**src/rtl/uart_tx_framer.sv**
```systemverilog
// uart_tx_framer: UART transmit framer.
// Pops one word from a TX FIFO per frame, then serialises it:
// start bit, 5..9 data bits LSB first, optional even parity, then one or two stop bits.
// Frame settings are captured when the word is accepted.
// txd, busy and frame_done are registered.
// tx_ready is combinational, so the FIFO pop happens in the same cycle.
// Optional feature: define UART_TX_BREAK_EN to add the send_break input and the BREAK state.
// While in BREAK the line is held low.
// After BREAK the line is held high for one bit period before returning to IDLE.
module uart_tx_framer #(
  parameter int DIV_W = 16
) (
  input  logic             clk,
  input  logic             rst_n,
  input  logic             enable,
  input  logic [DIV_W-1:0] divider,
  input  logic [4:0]       frame_len,
  input  logic             parity,
  input  logic             dstop,
  input  logic             flow_control,
  input  logic             cts_n,
  input  logic [8:0]       tx_data,
  input  logic             tx_valid,
`ifdef UART_TX_BREAK_EN
  input  logic             send_break,
`endif
  output logic             tx_ready,
  output logic             txd,
  output logic             busy,
  output logic             frame_done
);

  // The single DATA state walks D1..Dn using bit_idx_q as the data-bit index.
  typedef enum logic [2:0] {
    S_IDLE   = 3'd0,
    S_START  = 3'd1,
    S_DATA   = 3'd2,
    S_PARITY = 3'd3,
    S_STOP   = 3'd4,
    S_DSTOP  = 3'd5
`ifdef UART_TX_BREAK_EN
    ,
    S_BREAK    = 3'd6,
    S_BRK_STOP = 3'd7
`endif
  } state_t;

  // Limit the requested data-bit count to the supported range of 5..9.
  function automatic logic [3:0] clamp_len(input logic [4:0] len);
    logic [3:0] r;
    if (len < 5'd5) begin
      r = 4'd5;
    end else if (len > 5'd9) begin
      r = 4'd9;
    end else begin
      r = len[3:0];
    end
    return r;
  endfunction

  // Zero the payload bits above the frame length.
  // This lets the parity bit be a plain XOR of the whole stored word.
  function automatic logic [8:0] mask_data(input logic [8:0] d, input logic [3:0] n);
    logic [8:0] r;
    for (int i = 0; i < 9; i++) begin
      if (i < int'(n)) begin
        r[i] = d[i];
      end else begin
        r[i] = 1'b0;
      end
    end
    return r;
  endfunction

  // Even-parity bit over the (already masked) payload.
  function automatic logic even_parity(input logic [8:0] d);
    return ^d;
  endfunction

  state_t           state_q, state_d;
  logic [DIV_W-1:0] cnt_q, cnt_d;
  logic [DIV_W-1:0] div_q, div_d;
  logic [3:0]       bit_idx_q, bit_idx_d;
  logic [3:0]       len_q, len_d;
  logic [8:0]       data_q, data_d;
  logic             par_en_q, par_en_d;
  logic             dstop_q, dstop_d;
  logic             txd_q, txd_d;
  logic             busy_q, busy_d;
  logic             frame_done_q, frame_done_d;

  logic             tx_ready_s;
  logic             accept_s;
  logic             bit_done_s;

  assign bit_done_s = (cnt_q == div_q);
  assign accept_s   = tx_valid && tx_ready_s;

  // FIFO pop permission.
  // Requires IDLE, enable set, and (when flow control is on) cts_n low.
  // Suppressed while reset is asserted.
  always_comb begin
    tx_ready_s = 1'b0;
    if (rst_n && (state_q == S_IDLE) && enable && (!flow_control || !cts_n)) begin
      tx_ready_s = 1'b1;
`ifdef UART_TX_BREAK_EN
      if (send_break) begin
        tx_ready_s = 1'b0;
      end else begin
        tx_ready_s = 1'b1;
      end
`endif
    end else begin
      tx_ready_s = 1'b0;
    end
  end

  // Next state, bit timer, and capture of the frame word and settings.
  always_comb begin
    state_d   = state_q;
    cnt_d     = cnt_q + DIV_W'(1);
    bit_idx_d = bit_idx_q;
    len_d     = len_q;
    data_d    = data_q;
    div_d     = div_q;
    par_en_d  = par_en_q;
    dstop_d   = dstop_q;
    case (state_q)
      S_IDLE: begin
        cnt_d     = {DIV_W{1'b0}};
        bit_idx_d = 4'd0;
        if (accept_s) begin
          state_d  = S_START;
          len_d    = clamp_len(frame_len);
          data_d   = mask_data(tx_data, clamp_len(frame_len));
          div_d    = divider;
          par_en_d = parity;
          dstop_d  = dstop;
        end
`ifdef UART_TX_BREAK_EN
        else if (send_break) begin
          state_d = S_BREAK;
          div_d   = divider;
        end
`endif
        else begin
          state_d = S_IDLE;
        end
      end
      S_START: begin
        if (bit_done_s) begin
          state_d   = S_DATA;
          cnt_d     = {DIV_W{1'b0}};
          bit_idx_d = 4'd0;
        end else begin
          state_d = S_START;
        end
      end
      S_DATA: begin
        if (bit_done_s) begin
          cnt_d = {DIV_W{1'b0}};
          if (bit_idx_q == (len_q - 4'd1)) begin
            state_d = par_en_q ? S_PARITY : S_STOP;
          end else begin
            bit_idx_d = bit_idx_q + 4'd1;
          end
        end else begin
          state_d = S_DATA;
        end
      end
      S_PARITY: begin
        if (bit_done_s) begin
          state_d = S_STOP;
          cnt_d   = {DIV_W{1'b0}};
        end else begin
          state_d = S_PARITY;
        end
      end
      S_STOP: begin
        if (bit_done_s) begin
          state_d = dstop_q ? S_DSTOP : S_IDLE;
          cnt_d   = {DIV_W{1'b0}};
        end else begin
          state_d = S_STOP;
        end
      end
      S_DSTOP: begin
        if (bit_done_s) begin
          state_d = S_IDLE;
          cnt_d   = {DIV_W{1'b0}};
        end else begin
          state_d = S_DSTOP;
        end
      end
`ifdef UART_TX_BREAK_EN
      S_BREAK: begin
        cnt_d = {DIV_W{1'b0}};
        if (!send_break) begin
          state_d = S_BRK_STOP;
        end else begin
          state_d = S_BREAK;
        end
      end
      S_BRK_STOP: begin
        if (bit_done_s) begin
          state_d = S_IDLE;
          cnt_d   = {DIV_W{1'b0}};
        end else begin
          state_d = S_BRK_STOP;
        end
      end
`endif
      default: begin
        state_d = S_IDLE;
        cnt_d   = {DIV_W{1'b0}};
      end
    endcase
  end

  // Registered-output values, derived from the state about to be entered.
  // frame_done is set one edge ahead of the last cycle of the final stop bit.
  always_comb begin
    txd_d        = 1'b1;
    busy_d       = 1'b0;
    frame_done_d = 1'b0;
    case (state_d)
      S_IDLE:   txd_d = 1'b1;
      S_START:  txd_d = 1'b0;
      S_DATA:   txd_d = data_d[bit_idx_d];
      S_PARITY: txd_d = even_parity(data_d);
      S_STOP:   txd_d = 1'b1;
      S_DSTOP:  txd_d = 1'b1;
`ifdef UART_TX_BREAK_EN
      S_BREAK:    txd_d = 1'b0;
      S_BRK_STOP: txd_d = 1'b1;
`endif
      default:  txd_d = 1'b1;
    endcase
    busy_d = (state_d != S_IDLE);
    if (((state_d == S_STOP) && !dstop_d) || (state_d == S_DSTOP)) begin
      frame_done_d = (cnt_d == div_d);
    end else begin
      frame_done_d = 1'b0;
    end
  end

  // State and output registers.
  // Reset is synchronous and active-low; it abandons any frame in flight.
  always_ff @(posedge clk) begin
    if (!rst_n) begin
      state_q      <= S_IDLE;
      cnt_q        <= {DIV_W{1'b0}};
      div_q        <= {DIV_W{1'b0}};
      bit_idx_q    <= 4'd0;
      len_q        <= 4'd0;
      data_q       <= 9'd0;
      par_en_q     <= 1'b0;
      dstop_q      <= 1'b0;
      txd_q        <= 1'b1;
      busy_q       <= 1'b0;
      frame_done_q <= 1'b0;
    end else begin
      state_q      <= state_d;
      cnt_q        <= cnt_d;
      div_q        <= div_d;
      bit_idx_q    <= bit_idx_d;
      len_q        <= len_d;
      data_q       <= data_d;
      par_en_q     <= par_en_d;
      dstop_q      <= dstop_d;
      txd_q        <= txd_d;
      busy_q       <= busy_d;
      frame_done_q <= frame_done_d;
    end
  end

  assign tx_ready   = tx_ready_s;
  assign txd        = txd_q;
  assign busy       = busy_q;
  assign frame_done = frame_done_q;

endmodule

```
**config.mk**
```make
export PLATFORM = sky130hd
export DESIGN_NAME = uart_tx_framer
export DESIGN_NICKNAME = d
export VERILOG_FILES = /design/src/rtl/uart_tx_framer.sv
export SDC_FILE = /design/constraint.sdc
export NUM_CORES = 1
export LEC_CHECK = 0
export ABC_AREA = 1
export CAP_MARGIN = 40
export CORE_UTILIZATION = 57
export CTS_CLUSTER_DIAMETER = 50
export DETAILED_ROUTE_END_ITERATION = 10
export GPL_TIMING_DRIVEN = 0
export PLACE_DENSITY = 0.87
export SYNTH_ARGS = -nofsm -noshare
export SYNTH_HDL_FRONTEND = slang
export SYNTH_SLANG_ARGS = --single-unit
```
**constraint.sdc**
```tcl
create_clock -name clk -period 2.41 [get_ports clk]
set_input_delay 0.3615 -clock clk [delete_from_list [all_inputs] [get_ports clk]]
set_output_delay 0.3615 -clock clk [all_outputs]
set_load 0.1 [all_outputs]
```
==> qor.csv <==
stage,metric,value,unit
cells_and_area,share of cells above drive strength 1,0.149,
sta,Hold Fails Final Rpt,0,
clocking,CTS sink cnt,57,
power,VDD IR max,461,uV
place,HPWL Detailed,6.91,mm
drt,Routed WL,9.46,mm
global_route,first-pass GRT wire length,15.0,mm
setup_path,r2r startpoint,len_q[1],
drt,drt pass-1 iters,5,
drt,Remaining DRCs,0,
outcome,status,"complete, no violations",
synthesis,Synth Instances,569,
setup_path,Worst Setup Path Type,flop to flop,
synthesis,"flops & latches, synth",57,
sta,# setup viols final,0,
power,Power Internal,1740,uW
global_route,initial antenna violation count,0,
sta,RSZ-0062 raised after global routing,true,
setup_path,crit path from,len_q[1],
place,GP Congestion,0.916,
clocking,TritonCTS clock tree,done,
setup_path,CP Capture Type,flop,
die,DIE HEIGHT,81.5,um
synthesis,Ys Warns,0,
sta,Min Hold Slack,0.396,ns
die,Initial Util,0.601,
synthesis,Post-synth EDFFs,0,
setup_path,Register-to-Register Path Depth,13,
cells_and_area,"commonest non-fill, non-tap cell in the layout",nand2_1,
drt,drt wl/cell,13.3,um
global_route,total congestion overflow,0,
power,Leakage,0.00218,uW
sta,Worst-Margin Slew,0.867,ns
setup_path,worst path required time,2.64,ns
drt,drt initial violations,290,
die,# IOs,42,
drt,via count,3818,
cells_and_area,area grow syn2layout,25.7,%
job,Max-Cap Viols,0,
place,I/O Buffers,41,
clocking,CTS H-tree depth,3,
die,# rows,28,
power,Sw Share,0.287,
synthesis,"area leader, netlist",dfxtp_1,
clocking,Num CTS Buffers,9,
synthesis,Cell variety after synth,45,
cells_and_area,fin util,0.756,
clocking,CTS root buf,clkbuf_8,
synthesis,top-area cell type share of the netlist area,0.317,
global_route,vias in the first global route,3460,
power,combinational share of power,0.209,
cells_and_area,Post-layout nets,674,
hold_path,class of the worst hold path,input port to flop,
power,Sw Pwr,703,uW
hold_path,WHS Path Cells,3,
drt,antenna-violating nets left,0,
clocking,Max clock buf depth,2,
cells_and_area,diodes inserted,0,
setup_path,Critical Path AT,2.56,ns
sta,Relative slew margins,0.418,
hold_path,Hold Startpoint,rst_n,
setup_path,crit path launch type,flop,
sta,Fmax,0.428,GHz
synthesis,top post-synthesis cells by area,"dfxtp_1 (32%), nand2_1 (17%), inv_1 (8.1%), nor2_1 (8.0%), nand3_1 (6.0%)",
power,Clk network pwr share,0.388,
cells_and_area,most frequent cells in the layout,"nand2_1 (162), inv_1 (76), nor2_1 (70)",
clocking,clock slew at reported path FFs,0.07,ns
power,PD cells,541,nW/um2
clocking,Clock Latency Late Sink,0.35,ns
sta,"Min Clock Period, post-route",2.34,ns
global_route,GRT Util Overall,0.303,
die,die width,81.5,um
synthesis,asr flop ratio synth,0,
drt,Via-to-Cell Ratio,5.35,
sta,crit share post-route,0.970,
die,core footprint,5990,um2
sta,worst-case clock skew,0.0108,ns
synthesis,"Net Count, Synth",610,
global_route,pin count of the biggest net entering global routing,11,
setup_path,crit-path max FO,8,
sta,Slew Limit Fails,0,
synthesis,Synth Area per Inst,6.33,um2
die,die area,6640,um2
synthesis,Mapped Area,3600,um2
synthesis,Post-synth top flop,dfxtp_1,
power,sequential share of power,0.403,
synthesis,sequential share of the synthesized area,0.317,
## cells by family (layout without fill, tap and decap cells)
logic type	Yosys count	after routing	share of synthesized area
AO/OA/AOI/OAI	55	55	0.0931
XOR/XNOR	25	25	0.0608
adder cells (fa/ha/maj)	3	3	0.0104
buffers and inverters	99	168	0.116
flip-flops	57	57	0.317
multiplexers	3	3	0.0118
AND/OR/NAND/NOR	327	327	0.391
## state kept, by name (all words and copies together), names as in the netlist
name        cells
busy            1
txd             1
state_q         3
frame_done      1
cnt_q          16
data_q          9
dstop_q         1
par_en_q        1
len_q           4
bit_idx_q       4
div_q          16
## path summary, 6_finish.rpt
check | endpoint | slack, ns
max | busy | 0.07
max reg2reg | busy | 0.07
min | len_q[0] | 0.40
min reg2reg | cnt_q[0] | 0.48
## synth_stat cells (5+ instances only)
cell type,n
a21oi_1,9
clkbuf_1,5
dfxtp_1,57
inv_1,78
inv_2,6
nand2_1,166
nand2_2,5
nand3_1,43
nand4_1,10
nor2_1,77
nor3_1,10
o21ai_0,14
o21ai_1,10
o21ai_2,7
xnor2_1,9
xor2_1,16
## metal layers
layer  wire length, um  global-route usage
met1              4110               0.388
met2              4520               0.496
met3               693              0.0389
met4               138               0.163
met5                 0                   0
## per-stage QoR
stage               cells  area (um2)  worst slack, ns  total power (uW)  setup TNS (ns)
CTS                   705        4380           0.0150              2410               0
detailed placement    689        4170           -0.307              1480          -0.669
global placement      685        4110           -0.391              1460          -0.932
floorplan             569        3600           0.0514              1320               0
global route          713        4530          -0.0619              2540         -0.0898
finish                713        4530           0.0730              2450               0
## power by group through the flow
| stage | registers (uW) | clock network, uW | logic [uW] |
|---|---|---|---|
| after floorplan | 1020 | 0 | 296 |
| after global placement | 1010 | 0 | 449 |
| after detailed placement | 1010 | 0 | 472 |
| after CTS | 987 | 948 | 476 |
| after global routing | 990 | 991 | 562 |
| final | 987 | 949 | 513 |
## worst max-delay path: stages, from the launching register on
cell	delay [ns]
dfxtp_1	0.31
inv_1	0.06
ha_1	0.29
or2_2	0.27
nand3_1	0.09
nor2_2	0.06
nand2_2	0.14
buf_4	0.13
nand2_1	0.04
a31oi_1	0.13
o21ai_1	0.13
nand2_1	0.12
inv_1	0.06
or3_4	0.38
## layout make-up
cell class	count	area, um2
buffer	14	101
clock buffer	14	173
clock inverter	2	35.0
fill	448	1460
inverter	85	319
multi-input combinational	413	2120
sequential	57	1150
tap	75	93.8
timing repair buffer	53	533
## repair_timing
item	4_1_cts	5_1_grt
pin swaps	1	11
setup endpoints to repair	2	4
gates resized for setup	1	34
hold buffers	0	0
setup buffers	0	8
endpoints found under the hold margin	0	0
No activity file was read; power rests on OpenSTA's default activity.
